[config.mk]
export PLATFORM = sky130hd
export DESIGN_NAME = bridge_fifo_slave
export DESIGN_NICKNAME = d
export VERILOG_FILES = /design/src/rtl/bridge_fifo_slave.sv
export SDC_FILE = /design/constraint.sdc
export NUM_CORES = 1
export LEC_CHECK = 0
export CORE_ASPECT_RATIO = 1.25
export CORE_MARGIN = 1
export CORE_UTILIZATION = 55
export DETAILED_ROUTE_END_ITERATION = 6
export GPL_ROUTABILITY_DRIVEN = 0
export PLACE_DENSITY = 0.79
export SLEW_MARGIN = 20
export SYNTH_ARGS = -nofsm -noshare
export SYNTH_HDL_FRONTEND = slang
export SYNTH_SLANG_ARGS = --single-unit
export TNS_END_PERCENT = 50
[constraint.sdc]
create_clock -name clk -period 6.15 [get_ports clk]
set_input_delay 1.5375 -clock clk [delete_from_list [all_inputs] [get_ports clk]]
set_output_delay 1.5375 -clock clk [all_outputs]
set_load 0.02 [all_outputs]
[src/rtl/bridge_fifo_slave.sv]
// Bridge-mapped slave with an RX FIFO (host to core) and a TX FIFO (core to host),
// plus a STATUS register with sticky error flags and a CONTROL flush bit.
module bridge_fifo_slave #(
  parameter logic [31:0] BASE_ADDR = 32'h8100_0000,
  parameter logic [31:0] ADDR_MASK = 32'hFFFF_FFF0,
  parameter int          DEPTH     = 16
) (
  input  logic        clk,
  input  logic        reset,
  input  logic [31:0] bridge_addr,
  input  logic [31:0] bridge_wr_data,
  input  logic        bridge_wr,
  input  logic        bridge_rd,
  output logic [31:0] bridge_rd_data,
  output logic [31:0] rx_data,
  output logic        rx_valid,
  input  logic        rx_ready,
  input  logic [31:0] tx_data,
  input  logic        tx_valid,
  output logic        tx_ready
);

  localparam int AW = $clog2(DEPTH);
  localparam int CW = AW + 1;
  localparam logic [CW-1:0] FULL_CNT = CW'(DEPTH);

  logic [31:0]   rx_mem [DEPTH];
  logic [31:0]   tx_mem [DEPTH];
  logic [AW-1:0] rx_wr_ptr, rx_rd_ptr, tx_wr_ptr, tx_rd_ptr;
  logic [CW-1:0] rx_count, tx_count;
  logic          rx_overflow, tx_underflow;

  logic        hit, wr_hit, rd_any, rd_hit, data_wr, data_rd;
  logic [1:0]  offset;
  logic        flush, clear_sticky;
  logic        rx_full, rx_empty, tx_full, tx_empty;
  logic        rx_push, rx_pop, tx_push, tx_pop;
  logic [31:0] status, rd_value;

  assign hit          = (bridge_addr & ADDR_MASK) == BASE_ADDR;
  assign offset       = bridge_addr[3:2];
  assign wr_hit       = bridge_wr && hit;
  assign rd_any       = bridge_rd && !bridge_wr;
  assign rd_hit       = rd_any && hit;
  assign data_wr      = wr_hit && (offset == 2'd0);
  assign data_rd      = rd_hit && (offset == 2'd0);
  assign clear_sticky = wr_hit && (offset == 2'd1) && bridge_wr_data[0];
  assign flush        = wr_hit && (offset == 2'd2) && bridge_wr_data[0];

  assign rx_full  = rx_count == FULL_CNT;
  assign rx_empty = rx_count == '0;
  assign tx_full  = tx_count == FULL_CNT;
  assign tx_empty = tx_count == '0;

  // Full/empty come from registered counts, so a same-cycle pop never frees room for a push.
  assign rx_push = data_wr && !rx_full;
  assign rx_pop  = rx_ready && !rx_empty;
  assign tx_push = tx_valid && !tx_full;
  assign tx_pop  = data_rd && !tx_empty;

  assign rx_data  = rx_mem[rx_rd_ptr];
  assign rx_valid = !rx_empty;
  assign tx_ready = !tx_full;

  assign status = {6'b0, tx_underflow, rx_overflow, 6'b0, rx_full, tx_empty,
                   8'(rx_count), 8'(tx_count)};

  always_comb begin
    rd_value = 32'h0;
    if (hit) begin
      case (offset)
        2'd0:    rd_value = tx_empty ? 32'h0 : tx_mem[tx_rd_ptr];
        2'd1:    rd_value = status;
        default: rd_value = 32'h0;
      endcase
    end
  end

  always_ff @(posedge clk) begin
    if (!reset && !flush) begin
      if (rx_push) rx_mem[rx_wr_ptr] <= bridge_wr_data;
      if (tx_push) tx_mem[tx_wr_ptr] <= tx_data;
    end
  end

  always_ff @(posedge clk) begin
    if (reset) begin
      rx_wr_ptr      <= '0;
      rx_rd_ptr      <= '0;
      rx_count       <= '0;
      tx_wr_ptr      <= '0;
      tx_rd_ptr      <= '0;
      tx_count       <= '0;
      rx_overflow    <= 1'b0;
      tx_underflow   <= 1'b0;
      bridge_rd_data <= 32'h0;
    end else begin
      if (rd_any) bridge_rd_data <= rd_value;

      // A sticky clear and a fresh error in the same cycle cannot occur: a write blocks the read.
      if (clear_sticky) begin
        rx_overflow  <= 1'b0;
        tx_underflow <= 1'b0;
      end else begin
        if (data_wr && rx_full)  rx_overflow  <= 1'b1;
        if (data_rd && tx_empty) tx_underflow <= 1'b1;
      end

      if (flush) begin
        rx_wr_ptr <= '0;
        rx_rd_ptr <= '0;
        rx_count  <= '0;
        tx_wr_ptr <= '0;
        tx_rd_ptr <= '0;
        tx_count  <= '0;
      end else begin
        if (rx_push) rx_wr_ptr <= rx_wr_ptr + AW'(1);
        if (rx_pop)  rx_rd_ptr <= rx_rd_ptr + AW'(1);
        if (rx_push && !rx_pop)      rx_count <= rx_count + CW'(1);
        else if (!rx_push && rx_pop) rx_count <= rx_count - CW'(1);

        if (tx_push) tx_wr_ptr <= tx_wr_ptr + AW'(1);
        if (tx_pop)  tx_rd_ptr <= tx_rd_ptr + AW'(1);
        if (tx_push && !tx_pop)      tx_count <= tx_count + CW'(1);
        else if (!tx_push && tx_pop) tx_count <= tx_count - CW'(1);
      end
    end
  end

endmodule

Word level (Yosys, flattened, before mapping)
Memory sizes are Yosys's and may differ from the RTL's. A register that Yosys moved wholly into a read port is not among the register bits.
Index checks and enable logic that the tools add are counted.
{"block": "totals", "output_inout_bits": 66, "input_bits": 102, "ram_bits": 1024, "word_cells": 79, "register_bits": 60, "mem_count": 2}
{"block": "op_classes", "n_reduce_logical": 38, "n_mux": 17, "addsub": 8, "eq_ne": 5}
{"memory": "rx_mem", "words": 16, "width": 32, "read_ports": 1, "rd_clocked_by_memory_dff": 1, "wr": 1, "line_no": "27", "source": "logic [31:0] rx_mem [DEPTH];"}
{"memory": "tx_mem", "words": 16, "width": 32, "read_ports": 1, "rd_clocked_by_memory_dff": 1, "wr": 1, "line_no": "28", "source": "logic [31:0] tx_mem [DEPTH];"}
{"operator": "32-bit two-way mux", "count": 2}
{"operator": "32-bit case mux with 2 select lines", "count": 1}
{"operator": "28-bit == test (second input constant)", "count": 1}
{"operator": "1-bit logical AND", "count": 20}
{"operator": "5-bit two-way mux", "count": 4}
{"operator": "4-bit by 1-bit adder with 4-bit output (second input constant)", "count": 4}
{"operator": "4-bit two-way mux", "count": 4}
{"operator": "1-bit zero test", "count": 11}
{"operator": "5-bit by 1-bit adder with 5-bit output (second input constant)", "count": 2}
{"operator": "5-bit == test (second input constant)", "count": 2}
{"operator": "5-bit zero test", "count": 2}
{"operator": "5-bit by 1-bit subtractor with 5-bit output (second input constant)", "count": 2}
{"operator": "1-bit two-way mux", "count": 6}
{"operator": "2-bit nonzero test", "count": 2}
{"operator": "2-bit OR reduction", "count": 2}
{"operator": "2-bit by 1-bit == test with 1-bit output (second input constant)", "count": 1}
{"operator": "2-bit == test (second input constant)", "count": 1}
{"operator": "2-bit zero test", "count": 1}

Depth between registers and ports, before layout
{"block": "depth", "ltp_word": 8, "mapped_depth": 13, "depth_no_buf": 12}

Least setup slack after synthesis
Ideal clock, no wire load.
{"block": "synth_path", "path_kind": "input to register", "from": "in bridge_addr[3]", "to": "mem tx_mem[0][0] (enable)", "path_stages": 7, "t_arrival_ps": 5674, "setup_time_ps": 502, "n_path_buf": 3, "path_slack_ps": -26, "required_ps": 5648, "cell_sequence": "clkbuf_1 -> nand4_1 -> nor3_1 -> or2_2 -> clkbuf_1 -> clkbuf_1 -> nor4_1"}
{"block": "synth_via", "elab_chain_cells": 7}
{"element": "from (decl)", "line_no": "10", "source": "input logic [31:0] bridge_addr,"}
{"element": "2-bit == test", "line_no": "48", "source": "assign flush = wr_hit && (offset == 2'd2) && bridge_wr_data[0];"}
{"element": "1-bit logical AND (2 in a row)", "line_no": "48"}
{"element": "1-bit zero test", "line_no": "80", "source": "if (!reset && !flush) begin"}
{"element": "1-bit logical AND", "line_no": "80"}
{"element": "1-bit two-way mux", "line_no": "80"}
{"element": "1-bit two-way mux (implied by the code)", "line_no": "82", "source": "if (tx_push) tx_mem[tx_wr_ptr] <= tx_data;"}
{"element": "to (decl)", "line_no": "28"}
Every way passes these cells.

==> reports/results.tsv <==
stage	metric	value	unit
global_route	grt_antenna_before_repair	6	
worst_setup_path	crit_required	4.61	ns
worst_setup_path	reg2regPathDepth	12	
clock_tree	clock_sinks	1092	
clock_tree	post_cts_buffers	0	
worst_setup_path	r2r-end	rx_count[4]	
die	core_region_area	0.0750	mm^2
clock_tree	ctsHoldBuffers	0	
die	dieArea	0.0772	mm^2
global_route	grt_max_degree	129	
logic_synthesis	synth_edf_count	1024	
logic_synthesis	yosysMostFrequentCell	edfxtp_1	
timing	setup_slack	1.15	ns
timing	hold_violations	0	
placement	numPortBuffers	165	
global_route	grt_pass1_vias	21800	
routing	vias_per_cell	6.33	
logic_synthesis	synth-seq-area-share	0.767	
power_and_ir_drop	p_leak	14.6	nW
finish	nets	2284	
clock_tree	cts_buffers	99	
global_route	grt-ovfl-total	0	
timing	tightest_slew	1.24	ns
power_and_ir_drop	ir_drop	0.401	mV
routing	vias	20400	
logic_synthesis	ys_warn_count	0	
worst_setup_path	reg2reg_from	rx_count[0]	
job	maxCapViolations	0	
die	die_h	310	um
routing	wl_per_cell	28.3	um
min_path	hold-path-cell-count	1	
clock_tree	clk_pin_slew	0.06	ns
logic_synthesis	synth_flop_cell	edfxtp_1	
worst_setup_path	regToRegSetupSlack	2.26	ns
min_path	hp-class	reg -> reg	
timing	slew_headroom	0.173	
timing	period_minus_slack	5.00	ns
min_path	worstHoldEndpoint	bridge_rd_data[30]	
die	ios	168	
logic_synthesis	synthArstFlopShare	0	
timing	finClkSkew	0.0292	ns
timing	rsz0062_at_grt	no	
clock_tree	cts_resized	0	
worst_setup_path	cp_max_fo	23	
clock_tree	cts-htree-levels	3	
timing	fmax	200	MHz
clock_tree	insertion_delay	0.67	ns
worst_setup_path	crit_arrival	3.46	ns
worst_setup_path	crit_type	reg -> out	
die	die_x	249	um
finish	layout-drive-gt1-share	0.239	
worst_setup_path	worst_setup_path_end_kind	output port	
routing	drt_iter0_drc	1967	
routing	wl	91100	um
finish	layoutNonFillerInstCount	3219	
placement	pre_cts_ws	0.790	ns
logic_synthesis	syn-num-nets	2065	
routing	postRouteAntennaNets	0	
timing	period_share	0.813	
worst_setup_path	critPathLaunchType	register	
clock_tree	clockBufferDepth	3	
clock_tree	cts_tree	built	
min_path	hp-start	bridge_rd_data[30]	
finish	area_growth	15.4	%
placement	dp.final_hpwl	48200	um
die	start_util	0.558	
logic_synthesis	ys_top_cells_by_area	edfxtp_1, mux4_2, dfxtp_1	
global_route	track_usage	0.239	
die	fp-row-count	112	
logic_synthesis	synth_seq_cells	1092	
routing	drc	0	
power_and_ir_drop	p_per_area	305	mW/mm^2
logic_synthesis	syn_avg_cell_area	21.5	um^2
outcome	status	finished, final reports clean	
logic_synthesis	netlist_instances	1943	
timing	maxSlewViolCount	0	
logic_synthesis	synth_area	0.0418	mm^2
timing	fin_setup_tns	0	ns
global_route	grt_pass1_wl	135000	um
logic_synthesis	synth_top_cells_by_count	edfxtp_1, mux4_2, nor2_1, mux2i_1, dfxtp_1	
routing	drtPass1Iterations	5	
timing	setup_viol	0	
logic_synthesis	synth.largest_area_cell	edfxtp_1	
clock_tree	cts_root_buffer	clkbuf_16	
placement	dpl.cell_count	3030	
logic_synthesis	synth_cell_type_count	55	
logic_synthesis	synth_top_area_frac	0.735	
layout make-up:
class / count / area [um^2]
multi-input cells: 729 / 9480
repair buffers: 218 / 2100
fillers: 4693 / 26700
inverters: 22 / 82.6
clock inverters: 61 / 578
flip-flops and latches: 1092 / 32100
clock buffers: 126 / 2680
diodes: 2 / 5.00
well taps: 969 / 1210
sequential cells by signal, indices dropped and copies added, names as in the netlist, named ones only:
name,cells
rx_mem,512
tx_mem,512
bridge_rd_data,32
rx_count,5
tx_count,5
rx_rd_ptr,4
rx_wr_ptr,4
tx_rd_ptr,4
tx_wr_ptr,4
rx_overflow,1
tx_underflow,1
metrics by stage:
stage	hold slack, ns	utilization	cell area [um^2]	total power, mW
5_1_grt	0.511	0.644	48300	15.1
2_1_floorplan	0.453	-	41800	8.52
4_1_cts	0.482	0.644	48300	14.8
3_3_place_gp	0.467	0.600	45000	8.72
6_report	0.477	0.644	48300	14.7
3_5_place_dp	0.465	0.600	45000	8.75
worst max path at each step:
stage | depth (start not counted) | slack (ns) | endpoint | start
5_1_grt | 4 | 0.97 | rx_data[8] | register
2_1_floorplan | 7 | -0.03 | tx_mem[0][0] | bridge_addr[3]
3_5_place_dp | 13 | 0.79 | rx_count[4] | bridge_addr[16]
3_3_place_gp | 13 | 0.95 | rx_count[4] | bridge_addr[15]
4_1_cts | 4 | 1.07 | rx_data[10] | register
6_report | 4 | 1.15 | rx_data[8] | register
worst max-delay path, stage by stage (launching register included):
cell and delay, ns:
dfxtp_4 0.66, buf_4 0.50, mux4_2 0.56, mux4_2 0.50
clkdlybuf4s50_1 0.56
report_power, final:
part	internal, mW	leakage, nW	switching [mW]
sequential	8.17	9.77	0.0263
combinational	0.144	3.19	0.259
clock	3.48	1.61	2.67
placed cells by master, fill, tap and decap left out, types with 12 or more instances in the layout:
cell type,n
a211oi_1,14
a21oi_1,17
a22o_1,18
a22oi_1,37
buf_4,49
clkbuf_1,18
clkbuf_16,100
clkdlybuf4s50_1,165
clkinv_1,13
clkinv_2,25
dfxtp_1,60
edfxtp_1,1024
ha_1,18
inv_1,19
mux2i_1,70
mux4_2,269
nand2_1,51
nand3_1,16
nor2_1,56
nor2_4,20
nor4_2,17
o211ai_1,12
o21ai_0,14
kinds of logic after synthesis:
| logic type | count (synthesis) | synth area share |
|---|---|---|
| buf+inv | 122 | 0.0116 |
| compound gates | 133 | 0.0227 |
| fa+ha+maj | 20 | 0.00634 |
| mux | 343 | 0.163 |
| xor+xnor | 13 | 0.00272 |
| flops | 1092 | 0.767 |
| simple gates | 220 | 0.0266 |
layer usage:
metal | part of all wire | wire length (um) | GRT usage | vias to the layer above
met4 | 0.034 | 3130 | 0.0997 | 8
met5 | 0.00055 | 50 | 0 | -
met3 | 0.083 | 7560 | 0.0519 | 223
met1 | 0.36 | 32700 | 0.286 | 10600
met2 | 0.52 | 47600 | 0.423 | 934
li1 | - | - | - | 8567
Power figures use the tool's default switching activity.
